===== src/rtl/divider_pkg.sv =====
// Shared FSM state type and derived constants for the sequential signed divider.
// Widths and saturation limits are functions of the divider's parameters.
// Sized for results narrower than 64 bits.
package divider_pkg;

    typedef enum logic [1:0] {IDLE, CALC, DONE} div_state_t;

    function automatic int n_iter(input int dw, input int fw);
        return dw + fw;
    endfunction

    function automatic int res_w(input int iw, input int fw);
        return 1 + iw + fw;
    endfunction

    // Wide enough to hold the raw quotient magnitude and both saturation limits.
    function automatic int cmp_w(input int n, input int rw);
        return ((n > rw) ? n : rw) + 1;
    endfunction

    function automatic longint unsigned sat_pos_mag(input int rw);
        return (64'd1 << (rw - 1)) - 64'd1;
    endfunction

    function automatic longint unsigned sat_neg_mag(input int rw);
        return 64'd1 << (rw - 1);
    endfunction

endpackage


===== src/rtl/seq_signed_divider.sv =====
// Signed fixed-point divider: one restoring shift-subtract step per cycle, saturating result.
// Latency: accept at edge k, out_valid after edge k+DW+FW+1, independent of operands.
// Backpressure: single operation in flight; result held in DONE until out_ready.
module seq_signed_divider
    import divider_pkg::*;
#(
    parameter int DW = 16,
    parameter int FW = 10,
    parameter int IW = 9
) (
    input  logic                 clk,
    input  logic                 rst,
    input  logic                 start,
    input  logic signed [DW-1:0] a,
    input  logic signed [DW-1:0] b,
    output logic                 in_ready,
    output logic [IW+FW:0]       y,
    output logic                 out_valid,
    input  logic                 out_ready,
    output logic                 ovf,
    output logic                 dbz
);

    localparam int N    = n_iter(DW, FW);
    localparam int RW   = res_w(IW, FW);
    localparam int CW   = cmp_w(N, RW);
    localparam int CNTW = $clog2(N + 1);

    localparam logic [CW-1:0]   POS_LIM  = CW'(sat_pos_mag(RW));
    localparam logic [CW-1:0]   NEG_LIM  = CW'(sat_neg_mag(RW));
    localparam logic [RW-1:0]   Y_MAX    = POS_LIM[RW-1:0];
    localparam logic [RW-1:0]   Y_MIN    = NEG_LIM[RW-1:0];
    localparam logic [CNTW-1:0] CNT_LAST = CNTW'(N);

    div_state_t      state, state_n;
    logic            accept, step, finish;
    logic [CNTW-1:0] cnt;
    logic            sign, a_zero;
    logic [DW-1:0]   amag_in, bmag_in, bmag, rem;
    logic [N-1:0]    nq;
    logic [DW:0]     trial;
    logic [DW-1:0]   diff;
    logic            ge;
    logic [CW-1:0]   mag;
    logic [RW-1:0]   y_fin;
    logic            ovf_fin;

    assign amag_in = a[DW-1] ? $unsigned(-a) : $unsigned(a);
    assign bmag_in = b[DW-1] ? $unsigned(-b) : $unsigned(b);

    always_ff @(posedge clk) begin
        if (rst) state <= IDLE;
        else     state <= state_n;
    end

    always_comb begin
        state_n   = state;
        in_ready  = 1'b0;
        out_valid = 1'b0;
        accept    = 1'b0;
        step      = 1'b0;
        finish    = 1'b0;
        case (state)
            IDLE: begin
                in_ready = 1'b1;
                if (start) begin
                    accept  = 1'b1;
                    state_n = CALC;
                end
            end
            CALC: begin
                if (cnt == CNT_LAST) begin
                    finish  = 1'b1;
                    state_n = DONE;
                end else begin
                    step = 1'b1;
                end
            end
            DONE: begin
                out_valid = 1'b1;
                if (out_ready) state_n = IDLE;
            end
            default: state_n = IDLE;
        endcase
    end

    // nq shifts the numerator out of its MSB while quotient bits enter at its LSB.
    assign trial = {rem, nq[N-1]};
    assign ge    = (trial >= {1'b0, bmag});
    assign diff  = trial[DW-1:0] - bmag;

    always_comb begin
        mag     = CW'(nq);
        y_fin   = '0;
        ovf_fin = 1'b0;
        if (bmag == '0) begin
            y_fin = a_zero ? '0 : (sign ? Y_MIN : Y_MAX);
        end else if (!sign) begin
            if (mag > POS_LIM) begin
                y_fin   = Y_MAX;
                ovf_fin = 1'b1;
            end else begin
                y_fin = mag[RW-1:0];
            end
        end else if (mag > NEG_LIM) begin
            y_fin   = Y_MIN;
            ovf_fin = 1'b1;
        end else begin
            y_fin = ~mag[RW-1:0] + RW'(1);
        end
    end

    always_ff @(posedge clk) begin
        if (rst) begin
            cnt    <= '0;
            sign   <= 1'b0;
            a_zero <= 1'b0;
            bmag   <= '0;
            rem    <= '0;
            nq     <= '0;
            y      <= '0;
            ovf    <= 1'b0;
            dbz    <= 1'b0;
        end else if (accept) begin
            cnt    <= '0;
            sign   <= a[DW-1] ^ b[DW-1];
            a_zero <= (amag_in == '0);
            bmag   <= bmag_in;
            rem    <= '0;
            nq     <= {amag_in, {FW{1'b0}}};
        end else if (step) begin
            rem <= ge ? diff : trial[DW-1:0];
            nq  <= {nq[N-2:0], ge};
            cnt <= cnt + CNTW'(1);
        end else if (finish) begin
            y   <= y_fin;
            ovf <= ovf_fin;
            dbz <= (bmag == '0);
        end
    end

endmodule


===== config.mk =====
export PLATFORM = sky130hd
export DESIGN_NAME = seq_signed_divider
export DESIGN_NICKNAME = d
export VERILOG_FILES = /design/src/rtl/divider_pkg.sv /design/src/rtl/seq_signed_divider.sv
export SDC_FILE = /design/constraint.sdc
export NUM_CORES = 1
export LEC_CHECK = 0
export CAP_MARGIN = 20
export CORE_MARGIN = 5
export CORE_UTILIZATION = 45
export DETAILED_ROUTE_END_ITERATION = 7
export PLACE_DENSITY = 0.66
export SETUP_SLACK_MARGIN = 0.2
export SLEW_MARGIN = 20
export SYNTH_ARGS = -nofsm -noshare
export SYNTH_HDL_FRONTEND = slang
export SYNTH_SLANG_ARGS = --single-unit

===== constraint.sdc =====
create_clock -name clk -period 3.2 [get_ports clk]
set_clock_uncertainty 0.05 [all_clocks]
set_input_delay 0.32 -clock clk [delete_from_list [all_inputs] [get_ports clk]]
set_output_delay 0.32 -clock clk [all_outputs]
set_load 0.1 [all_outputs]

# Yosys cells after proc, flatten, opt, wreduce, memory -nomap -nowiden
# Cells that the tools add are included.
[word_totals]
wordCells = 63
regBits = 89
out_inout_bits = 24
inputBits = 36
[classes]
n_reduce_logical = 7
eq_ne = 6
addsub = 5
muxes = 27
n_bitwise = 4
n_lt_le_gt_ge = 3
[op_table]
columns = ["operator", "n"]
rows = [
  ["2-to-1 mux 20 bit", 6],
  ["2-to-1 mux 26 bit", 2],
  ["2-to-1 mux 16 bit", 3],
  ["zero test 16 bit", 2],
  ["negator 16 bit", 2],
  ["greater-than comparator 26 x 19 -> 1 bit, second input constant", 1],
  ["greater-than comparator 26 x 20 -> 1 bit, second input constant", 1],
  ["adder 20 x 1 -> 20 bit, second input constant", 1],
  ["inverter 20 bit", 1],
  ["greater-or-equal comparator 17 x 16 -> 1 bit", 1],
  ["subtractor 16 bit", 1],
  ["2-to-1 mux 1 bit", 12],
  ["2-to-1 mux 2 bit", 3],
  ["inequality test 2 bit, second input constant", 3],
  ["case mux 2 bit (3 select lines)", 1],
  ["AND reduction 3 bit", 2],
  ["adder 5 x 1 -> 5 bit, second input constant", 1],
  ["== test 5 bit, second input constant", 1],
  ["== test 2 x 1 -> 1 bit, second input constant", 1],
  ["== test 2 bit, second input constant", 1],
  ["zero test 2 bit", 1],
  ["inverter 1 bit", 2],
  ["nonzero test 2 bit", 1],
  ["OR reduction 2 bit", 1],
  ["XOR 1 bit", 1],
]

# Logic depth before layout (Yosys ltp)
# Gate-level depths: netlist (run 1).
[depth]
ltp_word = 5
ltp_mapped = 11
ltp_nobuf = 10

# Worst setup path after synthesis (run 1)
# Ideal clock, no wire load.
[synth_path]
path_kind = "register -> register"
startpoint = "register state[0]"
endpoint = "register a_zero"
arrival_ns = 3.080
synth_period_minus_slack_ns = 3.189
t_required_ns = 3.091
stages_incl_launch_ff = 8
path_buffers = 0
path_slack_ns = 0.011
setup_ns = 0.059
path_cell_list = "dfxtp_1 > nor2_1 > nand2_1 > nor2_1 > nand3b_1 > or4_1 > nor4_1 > a22o_1"
[synth_between]
elab_chain_len = 2
[synth_rtl]
columns = ["element", "line", "rtl"]
rows = [
  ["start, declared", "seq_signed_divider.sv:35", "div_state_t state, state_n;"],
  ["start signal, assigned", "seq_signed_divider.sv:53", "else state <= state_n;"],
  ["zero test 2 bit", "seq_signed_divider.sv:63", "case (state)"],
  ["2-to-1 mux 1 bit", "seq_signed_divider.sv:63", ""],
  ["end signal, assigned", "seq_signed_divider.sv:127", "a_zero <= (amag_in == '0);"],
  ["end, declared", "seq_signed_divider.sv:38", "logic sign, a_zero;"],
]
# Every way passes these cells.
# A chain may end at the register's enable or synchronous reset.

# Final worst setup path (run 1)
[layout_path]
startpoint = "register nq[25]"
endpoint = "register rem[12]"
[layout_between]
elab_chain_len = 2
elab_cells_between_ends = 3
cone_classes = "1 x add/sub; 1 x order compare; 1 x mux"
[layout_rtl]
columns = ["element", "line", "rtl"]
rows = [
  ["start, declared", "seq_signed_divider.sv:40", "logic [N-1:0] nq;"],
  ["start signal, assigned", "seq_signed_divider.sv:130", "nq <= {amag_in, {FW{1'b0}}};"],
  ["start signal, assigned", "seq_signed_divider.sv:133", "nq <= {nq[N-2:0], ge};"],
  ["subtractor 16 bit / greater-or-equal comparator 17 x 16 -> 1 bit (equally long branches)", "seq_signed_divider.sv:90, seq_signed_divider.sv:89", ""],
  ["2-to-1 mux 16 bit (*)", "seq_signed_divider.sv:132", "rem <= ge ? diff : trial[DW-1:0];"],
  ["end signal, assigned", "seq_signed_divider.sv:132", ""],
  ["end, declared", "seq_signed_divider.sv:39", "logic [DW-1:0] amag_in, bmag_in, bmag, rem;"],
]
# Mark *: on every way between the ends. The rest lies on a longest branch, timed or not.

==> impl_results.md, run 1 <==
* Yosys top cell area share at 30.5%
* Synthesized net count at between 800 and 900
* Clk sink count at 89
* Post-synth top flop: dfxtp_1
* DP Wirelength at 11800 um
* Number of synthesized flops with an enable pin at 0
* Total CTS buffers at 9
* Syn Inst Count at approximately 770
* Post-CTS Hold Buffers at 0
* Switching part of the total at ~32%
* DRC at 0
* Max-slew headroom at 34.7%
* Peak Freq at between 0.3 and 0.4 GHz
* Dominant cell type by area after synthesis: dfxtp_1
* Crit start category: flop
* Post-CTS Resized at 0
* Synth warn at 0
* Max-cap violation count at 0
* Leak Pwr at between 2 and 3 nW
* Total via count in the routed design at just under 6000
* Antenna Cells at 0
* Largest net degree at the start of global routing at 36
* Syn Area/Cell at 7.59 um^2
* Crit path max fanout at 4
* P_int at 2.24 mW
* Sequential-to-total area share from yosys stat at 30.5%
* Die ar. at 15300 um^2
* First-pass GRT wire length at approximately 26000 um
* Buffers & Inverters on Critical Path at 1
* R2R cell count at 10
* Fin crit share at around 88%
* Flop-to-flop setup slack at approximately 0.38 ns
* # placed instances at between 900 and 1000
* Post-synthesis cell area at about 6000 um^2
* R2r startpoint: nq[25]
* WP data required at between 3 and 4 ns
* Share of flip-flops with an asynchronous set or reset at 0%
* Hold Violations, Final at 0
* CP top delay family: simple AND/OR/NAND/NOR gates
* Final core occ at between 50 and 60%
* Vias in the first global route at between 5000 and 6000
* Worst Setup Path Type: flop to flop
* I/O pin count at 60
* CP endpoint kind: flop
* Remaining global-route overflow at 0
* Layout Nets at roughly 870
* Max rail drop VDD at roughly 0.00026 V
* Tightest Hold Check Type: input port to flop
* First drt pass iteration count at 5
* Initial drt markers at 572
* Gpl congestion at slightly below 0.9
* Pwr dens at between 400 and 500 nW/um^2
* Critical hold path startpoint: rst
* Comb power frac at around 28%
* IO buf count at ~60
* Share of layout cells above drive strength 1 at under 10%
* Initial antenna violation count at 0
* Largest cells by area after synthesis: dfxtp_1, nand2_1, a21oi_1
* DR vias/cell at ~5.8
* Worst Path Arrival at approximately 3.1 ns
* Yosys reg bits at between 80 and 90
* Sum Neg Setup Slack at 0 ns
* Synthesis-to-finish area growth at 19.0%
* Die X at ~120 um
* Commonest non-fill, non-tap cells in the layout: nand2_1, dfxtp_1, nor2_1
* Yosys cell types at 67
* CTS tree: built
* Final setup vio count at 0
* Clk network pwr share at between 30% and 40%
* Core ar. at 12700 um^2
* Hold WS at approximately 0.4 ns
* Fin cells at roughly 990
* CP max stage cell: fa_1
* Status: finished, final reports clean
* Post-CTS Setup Inserts at 0
* GRT Total Usage at roughly a fifth
* Most common cell after layout, fill and taps aside: nand2_1
* Reg-to-Reg End: rem[12]
* Detailed Route WL at approximately 16000 um
* Clk root buf: clkbuf_16
* Hold Path End: dbz
* Worst Tran Pin Value at 0.977 ns
* H-tree depth reported by CTS at 3
* Flop pwr share at approximately 37%
* Worst Hold Path Cells at 2
* Post-route ant nets at 0
* Area after DPL at ~6600 um^2
* Placement Rows at 41
* Worst skew pair latency at ~0.35 ns
* Initial core utilization at between 40 and 50%
* Min Tclk post-route at around 2.8 ns
* CP max stage delay at 0.40 ns
* RSZ-0062 raised after global routing: no
* Clock tree buffer depth at 2
* Die height at 124 um
* Final Slew Violations at 0
* Clk slew on worst S/H paths at approximately 0.070 ns
* Drt wl/cell at 16.0 um
* Switching power total at roughly 1.1 mW
* Cell area after layout at ~6900 um^2
* CP Cell Sequence: inv_1 -> ha_1 -> fa_1 -> nor2b_1 -> o31a_1 -> o31ai_1 -> a21oi_1 -> mux2_2 -> or4_1 -> nand2_1
## power groups by stage
stage	Clock [mW]	Combinational [mW]	Sequential, mW
5_1_grt	1.23	1.02	1.23
3_5_place_dp	0	0.913	1.25
6_report	1.17	0.923	1.22
2_1_floorplan	0	0.667	1.22
3_3_place_gp	0	0.900	1.24
4_1_cts	1.18	0.919	1.22
## layout make-up
type | instances | area [um^2]
Sequential cell | 89 | 1780
Timing Repair Buffer | 77 | 741
Fill cell | 1252 | 5730
Clock inverter | 7 | 100
Clock buffer | 9 | 225
Tap cell | 172 | 215
Inverter | 29 | 109
Multi-Input combinational cell | 604 | 3770
## worst register-to-register path, cell delays in order (launching register included)
cell,delay [ns]
dfxtp_1,0.38
inv_1,0.06
ha_1,0.20
fa_1,0.40
nor2b_1,0.18
o31a_1,0.21
o31ai_1,0.13
a21oi_1,0.31
mux2_2,0.37
or4_1,0.40
nand2_1,0.07
## synthesized netlist by cell type (3+ instances only)
cell and n:
a41oi_1 3, or2_2 7, inv_1 29, a21boi_0 3, xor2_1 20, a21o_1 4, a32oi_1 7, nand2b_1 15
nand4_1 7, a31oi_1 14, a22o_1 3, a221oi_1 4, o211ai_1 4, nand3_1 13, or3_1 10, dfxtp_1 89
ha_1 22, nand2_1 103, or4_1 7, and2_1 4, a311oi_1 15, o311ai_0 4, o21a_1 5, nor3b_1 3
nor4_1 12, o41ai_1 5, o31ai_1 10, o22ai_1 3, o21ai_0 37, and4_1 3, mux2_2 3, mux2i_1 7
nor3_1 12, a21oi_1 63, a211oi_1 25, nor2_1 83, clkbuf_1 42, xnor2_1 23, nor2b_1 7
## cells by family after synthesis
logic type / after synthesis / synth area share (%)
adder cells (fa/ha/maj): 23 / 5.06
buffers and inverters: 76 / 5.06
AO/OA/AOI/OAI: 227 / 26.2
multiplexers: 10 / 1.78
XOR/XNOR: 43 / 6.46
flip-flops: 89 / 30.5
AND/OR/NAND/NOR: 301 / 24.9
## per-stage QoR
| step | setup slack [ns] | power [mW] |
|---|---|---|
| 2_1_floorplan | 0.602 | 1.89 |
| 4_1_cts | 0.429 | 3.32 |
| 5_1_grt | 0.222 | 3.48 |
| 3_3_place_gp | 0.306 | 2.14 |
| 3_5_place_dp | 0.220 | 2.16 |
| 6_report | 0.382 | 3.32 |
## state kept, by name, indices dropped and copies added, names as in the netlist
register	count
a_zero	1
bmag	16
cnt	5
dbz	1
nq	26
ovf	1
rem	16
sign	1
state	2
y	20
## worst max-delay path by stage
stage	from	endpoint	slack [ns]	cells past startpoint
after floorplan	state[0]	a_zero	0.60	7
after global placement	a[2]	a_zero	0.31	8
after detailed placement	a[2]	a_zero	0.22	8
after CTS	nq[25]	rem[12]	0.43	10
after global routing	bmag[11]	rem[5]	0.22	10
final	nq[25]	rem[12]	0.38	10
## per-layer routing
layer / track usage (%) / up-vias / part of all wire [%]
li1: - / 2878 / -
met1: 26.6 / 2703 / 45
met2: 35.2 / 168 / 49
met3: 3.77 / 21 / 4.9
met4: 6.44 / 0 / 1.9
met5: 0 / - / 0
Power figures use the tool's default switching activity.
==> inputs of run 2 (changes only) <==
--- a/config.mk
+++ b/config.mk
@@ -6,6 +6,7 @@
 export NUM_CORES = 1
 export LEC_CHECK = 0
 export CAP_MARGIN = 20
+export CORE_ASPECT_RATIO = 1.4
 export CORE_MARGIN = 5
 export CORE_UTILIZATION = 45
 export DETAILED_ROUTE_END_ITERATION = 7
==> run 2 against run 1 <==
  * First-iteration DRC count decreased by 62%
  * Count of clock-buffer cells in the layout unchanged
  * Non-clock buffer count increased by 5
  * Register-to-register slack got worse by 0.06 ns
  * Combinational power increased by 3.3%
  * Flip-flop and latch count unchanged
  * Wire length increased by 5.7%
  * Critical path type unchanged
  * Critical endpoint unchanged
  * Largest power group unchanged
==> impl_results.md, run 2 (same netlist as run 1, synthesis figures left out) <==
* Status: finished, final reports clean
* Initial drt markers at roughly 220
* Peak Freq at roughly 0.35 GHz
* Cell area after layout at ~6900 um^2
* Leak Pwr at approximately 2.6 nW
* Sum Neg Setup Slack at 0 ns
* Most common cell after layout, fill and taps aside: nand2_1
* Largest net degree at the start of global routing at 43
* RSZ-0062 raised after global routing: no
* IO buf count at between 50 and 60
* Vias in the first global route at 5569
* Final setup vio count at 0
* Total CTS buffers at 9
* CP endpoint kind: flop
* Max FFs per register at 26
* Post-route ant nets at 0
* Worst skew pair latency at 0.34 ns
* Max rail drop VDD at 0.000290 V
* WP data required at about 3.4 ns
* Clk root buf: clkbuf_16
* Initial core utilization at between 40% and 50%
* Detailed Route WL at between 15000 and 20000 um
* First drt pass iteration count at 7
* Gpl congestion at just over 0.9
* Max-cap violation count at 0
* Clk sink count at 89
* Die ar. at approximately 15000 um^2
* Clk slew on worst S/H paths at ~0.070 ns
* Pwr dens at ~470 nW/um^2
* Hold Violations, Final at 0
* Die X at 106 um
* Commonest non-fill, non-tap cells in the layout: nand2_1, dfxtp_1, nor2_1
* Total via count in the routed design at about 5900
* Remaining global-route overflow at 0
* CTS tree: built
* GRT Total Usage at between 20% and 30%
* Fin crit share at between 80% and 90%
* Area after DPL at approximately 6600 um^2
* Min Tclk post-route at 2.87 ns
* Crit start category: flop
* Reg with most FFs: nq
* R2R cell count at 9
* Drt wl/cell at around 17 um
* Core ar. at between 10000 and 15000 um^2
* Worst Hold Path Cells at 2
* Die height at roughly 140 um
* Share of layout cells above drive strength 1 at 7.81%
* DR vias/cell at 6.02
* I/O pin count at 60
* DP Wirelength at ~13000 um
* Max-slew headroom at 34.6%
* Antenna Cells at 0
* # fillers at around 1200
* Placement Rows at slightly below 50
* Clock tree buffer depth at 2
* Largest registers: nq: 26 flops, y: 20 flops
* Crit path max fanout at 4
* Tightest Hold Check Type: input port to flop
* Worst Setup Path Type: flop to flop
* Initial antenna violation count at 0
* Worst Tran Pin Value at just under 1 ns
* DRC at 0
* First-pass GRT wire length at 27200 um
* Final Slew Violations at 0
* Synthesis-to-finish area growth at 18.6%
* H-tree depth reported by CTS at 3
* Layout Nets at slightly below 900
* Worst Path Arrival at between 3 and 4 ns
[run 2: area by class of cell]
cell class / count / area [um^2] / area share [%]
multi-input combinational: 604 / 3780 / 54.6
sequential: 89 / 1780 / 25.8
timing repair buffer: 82 / 766 / 11.1
clock buffer: 9 / 225 / 3.26
tap: 153 / 191 / 2.77
inverter: 29 / 109 / 1.57
clock inverter: 6 / 67.6 / 0.977
[run 2: path summary, 6_finish.rpt]
path,start,endpoint,slack (ns)
max,bmag[0],rem[12],0.33
min,rst,ovf,0.36
max reg2reg,bmag[0],rem[12],0.33
min reg2reg,y[15],y[15],0.42
[run 2: per-stage QoR]
step / power (mW) / setup slack, ns / hold slack, ns / std cells / utilization [%]
5_1_grt: 3.41 / 0.215 / 0.388 / 972 / 54.0
3_5_place_dp: 2.18 / 0.295 / 0.416 / 957 / 51.6
6_report: 3.24 / 0.326 / 0.364 / 972 / 54.0
3_3_place_gp: 2.16 / 0.317 / 0.410 / 957 / 51.6
2_1_floorplan: 1.89 / 0.602 / 0.402 / 769 / -
4_1_cts: 3.24 / 0.322 / 0.362 / 972 / 53.9
[run 2: timing repair]
action	CTS	global route
setup buffers	0	0
hold buffers	0	0
setup endpoints to repair	0	3
gates resized for setup	0	1
[run 2: power breakdown]
part,total (mW),internal (mW),switching [mW]
combinational,0.953,0.393,0.560
sequential,1.22,1.16,0.0600
clock,1.07,0.605,0.463
total,3.24,2.16,1.08
[run 2: per-layer routing]
metal  wire length [um]  track usage [%]  vias up  share of wire (%)
li1                   -                -     2897                  -
met1               6590             24.2     2740                 40
met3                672             3.55       46                4.0
met2               8780             40.4      171                 53
met4                629             9.82        0                3.8
met5                  0                0        -                  0
[run 2: critical path: stages (launching register included)]
cell and delay [ns]:
dfxtp_1 0.35, ha_1 0.24, fa_1 0.41, nor2b_1 0.17, o31a_1 0.26, o31ai_1 0.15
a21oi_1 0.33, mux2_2 0.37, or4_1 0.42, nand2_1 0.07
